File: src/rtl/demux1x2x16_router_pkg.sv
// Shared constants for the 1-to-2 registered demux router.
// Optional statistics counters are enabled by defining DEMUX_STATS_EN.
package demux1x2x16_router_pkg;

   localparam int DATA_WIDTH = 16;
   localparam int STATS_W    = 16;

   localparam logic CH0 = 1'b0;
   localparam logic CH1 = 1'b1;

endpackage

File: src/rtl/demux1x2x16_router_if.sv
// Handshake bundle between the producer, the router and the two consumers.
// count0/count1 exist only when DEMUX_STATS_EN is defined.
interface demux1x2x16_router_if #(
   parameter int DATA_WIDTH = demux1x2x16_router_pkg::DATA_WIDTH
);
   import demux1x2x16_router_pkg::*;

   logic [DATA_WIDTH-1:0] demux_input;
   logic                  selector;
   logic                  in_valid;
   logic                  in_ready;

   logic [DATA_WIDTH-1:0] demux_output0;
   logic                  out_valid0;
   logic                  out_ready0;

   logic [DATA_WIDTH-1:0] demux_output1;
   logic                  out_valid1;
   logic                  out_ready1;

`ifdef DEMUX_STATS_EN
   logic [STATS_W-1:0]    count0;
   logic [STATS_W-1:0]    count1;

   modport slave (
      input  demux_input, selector, in_valid, out_ready0, out_ready1,
      output in_ready, demux_output0, out_valid0, demux_output1, out_valid1,
      output count0, count1
   );

   modport master (
      output demux_input, selector, in_valid, out_ready0, out_ready1,
      input  in_ready, demux_output0, out_valid0, demux_output1, out_valid1,
      input  count0, count1
   );
`else
   modport slave (
      input  demux_input, selector, in_valid, out_ready0, out_ready1,
      output in_ready, demux_output0, out_valid0, demux_output1, out_valid1
   );

   modport master (
      output demux_input, selector, in_valid, out_ready0, out_ready1,
      input  in_ready, demux_output0, out_valid0, demux_output1, out_valid1
   );
`endif

endinterface

File: src/rtl/demux1x2x16_router_slot.sv
// One-entry output register with valid/ready; "free" means it can take a word
// this cycle, either because it is empty or because it is draining.
module demux_slot #(
   parameter int DATA_WIDTH = demux1x2x16_router_pkg::DATA_WIDTH
) (
   input  logic                  clk,
   input  logic                  rst,
   input  logic                  load,
   input  logic [DATA_WIDTH-1:0] load_data,
   input  logic                  out_ready,
   output logic [DATA_WIDTH-1:0] out_data,
   output logic                  out_valid,
   output logic                  free
);

   assign free = !out_valid || out_ready;

   // A load wins over a drain so back-to-back words stream at full rate.
   always_ff @(posedge clk) begin
      if (rst) begin
         out_data  <= '0;
         out_valid <= 1'b0;
      end else if (load) begin
         out_data  <= load_data;
         out_valid <= 1'b1;
      end else if (out_valid && out_ready) begin
         out_valid <= 1'b0;
      end
   end

endmodule

File: src/rtl/demux1x2x16_router.sv
// Registered 1-to-2 demultiplexer steering a valid/ready stream by selector.
// Define DEMUX_STATS_EN to add per-channel delivered-word counters.
module demux1x2x16_router #(
   parameter int DATA_WIDTH = demux1x2x16_router_pkg::DATA_WIDTH
) (
   input  logic                        clk,
   input  logic                        rst,
   demux1x2x16_router_if.slave         bus
);
   import demux1x2x16_router_pkg::*;

   logic free0;
   logic free1;
   logic accept;
   logic load0;
   logic load1;

   // Ready depends only on the selected slot, so a blocked word never lets a later one pass.
   assign bus.in_ready = (bus.selector == CH1) ? free1 : free0;
   assign accept       = bus.in_valid && bus.in_ready;
   assign load0        = accept && (bus.selector == CH0);
   assign load1        = accept && (bus.selector == CH1);

   demux_slot #(.DATA_WIDTH(DATA_WIDTH)) u_slot0 (
      .clk       (clk),
      .rst       (rst),
      .load      (load0),
      .load_data (bus.demux_input),
      .out_ready (bus.out_ready0),
      .out_data  (bus.demux_output0),
      .out_valid (bus.out_valid0),
      .free      (free0)
   );

   demux_slot #(.DATA_WIDTH(DATA_WIDTH)) u_slot1 (
      .clk       (clk),
      .rst       (rst),
      .load      (load1),
      .load_data (bus.demux_input),
      .out_ready (bus.out_ready1),
      .out_data  (bus.demux_output1),
      .out_valid (bus.out_valid1),
      .free      (free1)
   );

`ifdef DEMUX_STATS_EN
   logic [STATS_W-1:0] count0_q;
   logic [STATS_W-1:0] count1_q;

   // Counters wrap naturally at 2**STATS_W.
   always_ff @(posedge clk) begin
      if (rst) begin
         count0_q <= '0;
         count1_q <= '0;
      end else begin
         if (bus.out_valid0 && bus.out_ready0)
            count0_q <= count0_q + 1'b1;
         if (bus.out_valid1 && bus.out_ready1)
            count1_q <= count1_q + 1'b1;
      end
   end

   assign bus.count0 = count0_q;
   assign bus.count1 = count1_q;
`endif

endmodule

File: src/flat_wrapper.sv
// flat-port wrapper written by rule: the top's interface ports become plain ports
module demux1x2x16_router_flat import demux1x2x16_router_pkg::*;
#(
   parameter int DATA_WIDTH = demux1x2x16_router_pkg::DATA_WIDTH
)
  (clk, rst, bus_demux_input, bus_selector, bus_in_valid, bus_out_ready0, bus_out_ready1, bus_in_ready, bus_demux_output0, bus_out_valid0, bus_demux_output1, bus_out_valid1);
  demux1x2x16_router_if #(.DATA_WIDTH(DATA_WIDTH)) bus_i ();
  input  logic clk;
  input  logic rst;
  input wire logic [$bits(bus_i.demux_input)-1:0] bus_demux_input;
  input wire logic [$bits(bus_i.selector)-1:0] bus_selector;
  input wire logic [$bits(bus_i.in_valid)-1:0] bus_in_valid;
  input wire logic [$bits(bus_i.out_ready0)-1:0] bus_out_ready0;
  input wire logic [$bits(bus_i.out_ready1)-1:0] bus_out_ready1;
  output wire logic [$bits(bus_i.in_ready)-1:0] bus_in_ready;
  output wire logic [$bits(bus_i.demux_output0)-1:0] bus_demux_output0;
  output wire logic [$bits(bus_i.out_valid0)-1:0] bus_out_valid0;
  output wire logic [$bits(bus_i.demux_output1)-1:0] bus_demux_output1;
  output wire logic [$bits(bus_i.out_valid1)-1:0] bus_out_valid1;
  assign bus_i.demux_input = bus_demux_input;
  assign bus_i.selector = bus_selector;
  assign bus_i.in_valid = bus_in_valid;
  assign bus_i.out_ready0 = bus_out_ready0;
  assign bus_i.out_ready1 = bus_out_ready1;
  assign bus_in_ready = bus_i.in_ready;
  assign bus_demux_output0 = bus_i.demux_output0;
  assign bus_out_valid0 = bus_i.out_valid0;
  assign bus_demux_output1 = bus_i.demux_output1;
  assign bus_out_valid1 = bus_i.out_valid1;
  demux1x2x16_router #(.DATA_WIDTH(DATA_WIDTH)) u_core (.clk(clk), .rst(rst), .bus(bus_i));
endmodule
File: config.mk
export PLATFORM = sky130hd
export DESIGN_NAME = demux1x2x16_router_flat
export DESIGN_NICKNAME = d
export VERILOG_FILES = /design/src/rtl/demux1x2x16_router_pkg.sv /design/src/rtl/demux1x2x16_router_if.sv /design/src/rtl/demux1x2x16_router_slot.sv /design/src/rtl/demux1x2x16_router.sv /design/src/flat_wrapper.sv
export SDC_FILE = /design/constraint.sdc
export NUM_CORES = 1
export LEC_CHECK = 0
export ABC_AREA = 0
export CELL_PAD_IN_SITES_DETAIL_PLACEMENT = 1
export CELL_PAD_IN_SITES_GLOBAL_PLACEMENT = 2
export CORE_ASPECT_RATIO = 2
export CORE_MARGIN = 2
export CORE_UTILIZATION = 27
export CTS_CLUSTER_SIZE = 12
export DETAILED_ROUTE_END_ITERATION = 8
export GPL_ROUTABILITY_DRIVEN = 1
export HOLD_SLACK_MARGIN = 0.06
export PLACE_DENSITY_LB_ADDON = 0.12
export SETUP_SLACK_MARGIN = 0.2
export SLEW_MARGIN = 25
export SYNTH_ARGS = -nofsm -noshare
export SYNTH_HDL_FRONTEND = slang
export SYNTH_SLANG_ARGS = --single-unit
File: constraint.sdc
create_clock -name clk -period 3 [get_ports clk]
set_input_delay 0.6 -clock clk [delete_from_list [all_inputs] [get_ports clk]]
set_output_delay 0.6 -clock clk [all_outputs]
set_load 0.02 [all_outputs]
==> results of run 1 <==
## critical path, delay by kind of cell
family                 cells  cell delay [ns]
multiplexers               1             0.28
AND/OR/NAND/NOR            1             0.21
buffers and inverters      2             0.95
## layout make-up
cell class,instances,area (sq um),share of cell area [%]
Clock buffer,7,86.3,4.09
Timing Repair Buffer,57,568,26.9
Clock inverter,1,5.00,0.237
Multi-Input combinational cell,89,698,33.1
Sequential cell,34,681,32.2
Tap cell,58,72.6,3.44
## synth_stat cells, drive strengths merged
cell type,instances
mux2i,32
mux2,1
nand2b,50
nand3,1
a21oi,2
buf,3
and3,1
dfxtp,34
clkbuf,6
and3b,1
nand3b,1
## power by group through the flow
stage	Combinational, uW	Sequential, uW	Clock [uW]
after floorplan	68.1	527	0
after global placement	179	498	0
after detailed placement	183	500	0
after CTS	184	490	367
after global routing	192	492	388
final	180	489	349
## through the flow
stage	instances	hold slack, ns	worst slack (ns)	total power [uW]
6_report	246	0.476	0.355	1020
5_1_grt	246	0.508	0.319	1070
4_1_cts	246	0.483	0.344	1040
3_5_place_dp	238	0.471	0.349	683
3_3_place_gp	238	0.461	0.402	677
2_1_floorplan	132	0.546	1.30	595
## state kept, by name, summed over array words and instances (netlist names)
signal                    count
u_core.u_slot1.out_valid      1
u_core.u_slot0.out_valid      1
u_core.u_slot0.out_data      16
u_core.u_slot1.out_data      16
## metal layers
layer	part of all wire, %	wire [microns]	up-vias
met4	1.7	63	0
met3	5.6	204	5
met5	0	0	-
li1	-	-	538
met2	58	2120	36
met1	34	1240	538
## logic make-up (layout without fill, tap and decap cells)
logic type | Yosys count | in the layout | share of synthesized area [%]
mux | 33 | 33 | 23.0
flops | 34 | 34 | 47.1
buf+inv | 9 | 65 | 4.51
compound gates | 2 | 2 | 0.693
simple gates | 54 | 54 | 24.7
## how the worst max path moves through the flow
stage                        end  slack [ns]  cells after the start
global route        bus_in_ready        0.32                      4
detailed placement  bus_in_ready        0.35                      4
CTS                 bus_in_ready        0.34                      4
global placement    bus_in_ready        0.40                      3
finish              bus_in_ready        0.36                      4
floorplan           bus_in_ready        1.30                      2
==> summary.md, run 1 <==
| Metric | Value |
|---|---|
| Cts hold-fix bufs | `0` |
| Clock power share | `34.3%` |
| Worst Tran Pin Value | `between 0.5 and 0.6 ns` |
| Final worst-path cycle share | `between 80% and 90%` |
| Vias in the first global route | `around 1,300` |
| Gate Count Post-Synth | `~130` |
| Fin nets | `209` |
| Max incr delay on CP | `about 0.53 ns` |
| CP required | `around 2.4 ns` |
| CTS tree | `done` |
| Largest net degree at the start of global routing | `51` |
| Final number of setup-violating endpoints | `0` |
| Sw frac | `25.4%` |
| Mapped Area | `between 0.001 and 0.0015 sq mm` |
| Critical path startpoint | `bus_out_ready0` |
| Worst-path cell with the longest stage delay | `clkdlybuf4s50_1` |
| Drt total wl | `~3600 microns` |
| Post-DRT Antenna Nets | `0` |
| Area grow syn2layout | `46.2%` |
| Signal arrival time at the worst endpoint | `~2.0 ns` |
| Full die area | `around 0.006 sq mm` |
| # IOs | `57` |
| First-pass GRT wire length | `slightly above 6000 microns` |
| Vias/cell | `approximately 4.5` |
| Syn avg cell area | `between 10 and 15 sq um` |
| Worst vdd ir | `roughly 0.29 mV` |
| Hold_sp | `u_core.u_slot1.out_data[14]` |
| Final Core Density | `around 41%` |
| Relative slew slack | `63.6%` |
| Final Skew | `~0.0039 ns` |
| RSZ-0062 raised after global routing | `no` |
| Sequential share of power | `a little under half` |
| Most used routing layer | `met2` |
| FP Rows | `37` |
| DR pass1 iterations | `3` |
| Slew Limit Fails | `0` |
| WL/cell | `around 15 microns` |
| Post-route cell area | `between 0.002 and 0.0025 sq mm` |
| Postcts setup bufs | `0` |
| CP Launch Type | `primary input` |
| Placed cell areas | `0.00202 sq mm` |
| Final HPWL DP | `between 2000 and 3000 microns` |
| Clock Path Buffers | `2` |
| Comb power frac | `roughly 18%` |
| CTS H-tree depth | `2` |
| Hold Crit Class | `reg -> reg` |
| Largest fanout on the critical path | `4` |
| M2 GR Usage | `25.5%` |
| # resized after CTS | `0` |
| Root Driver | `clkbuf_8` |
| Post-synthesis sequential area ratio | `47.1%` |
| #FFs+latches synth | `34` |
| Most common cell after layout, fill and taps aside | `clkdlybuf4s50_1` |
| Via count | `between 1,000 and 1,500` |
| Synth cell types | `13` |
| Met3 Use GR | `3.97%` |
| P per Cell Area | `482 mW/mm^2` |
| Syn Nets | `~150` |
| Leakage power | `0.000840 uW` |
| Synth area leaders | `dfxtp_1 47%, mux2i_1 22%, nand2b_1 21%` |
| Clk pin slew, worst setup/hold paths | `roughly 0.06 ns` |
| R2R setup slack | `~1.7 ns` |
| Height of the die | `107 microns` |
| Power Internal | `around 760 uW` |
| Crit Path Category | `in -> out` |
| Reg-to-reg critical path startpoint | `u_core.u_slot0.out_valid` |
| Core Footprint | `roughly 0.0051 sq mm` |
| CTS sink cnt | `34` |
| Status | `finished, final reports clean` |
| MaxCap Viol Count | `0` |
| DRC | `0` |
| Fill count | `571` |
| R2R Path End | `u_core.u_slot0.out_data[5]` |
| ANT cells | `0` |
| Number of port buffers | `56` |
| YS warnings | `0` |
| Hold Path Stages | `2` |
| Hold endpoint | `u_core.u_slot1.out_data[14]` |
| DRT iter0 DRCs | `14` |
| Synth top area share | `between 40% and 50%` |
| Die width | `roughly 56 microns` |
| GPL Wtd Cong | `roughly 0.65` |
| Clock latency on the worst-skew pair | `0.28 ns` |
| Layout cells sized above 1 | `roughly 6.4%` |
| Setup TNS | `0 ns` |
| Worst-path cell chain | `clkdlybuf4s50_1 -> nand2b_1 -> mux2_2 -> clkdlybuf4s50_1` |
| Grt ovf | `0` |
| Fmax | `between 0.3 and 0.4 GHz` |
| Cell repeated most along the worst path | `clkdlybuf4s50_1` |
| Initial core utilization | `about 28%` |
| Final hold vios | `0` |
| Reg2Reg Depth | `3` |
| Psw | `between 200 and 300 uW` |
| Post-synth top area cell | `dfxtp_1` |
| Period minus WS final | `roughly 2.6 ns` |
| CP endpoint kind | `primary output` |
| GR Util All Layers | `around an eighth` |
| Commonest cells after routing, fill and taps aside | `56 x clkdlybuf4s50_1, 49 x nand2b_1, 34 x dfxtp_1` |
| Inserted Clock Buffers | `5` |
| M1 GR Usage | `roughly an eighth` |
| Initial antenna violation count | `0` |
Power figures use the tool's default switching activity.
==> inputs of run 2 (changes only) <==
HOLD_SLACK_MARGIN = 0.05   (was 0.06)
==> results of run 2 <==
No change in the layout: final DEF, timing and power equal those of run 1.
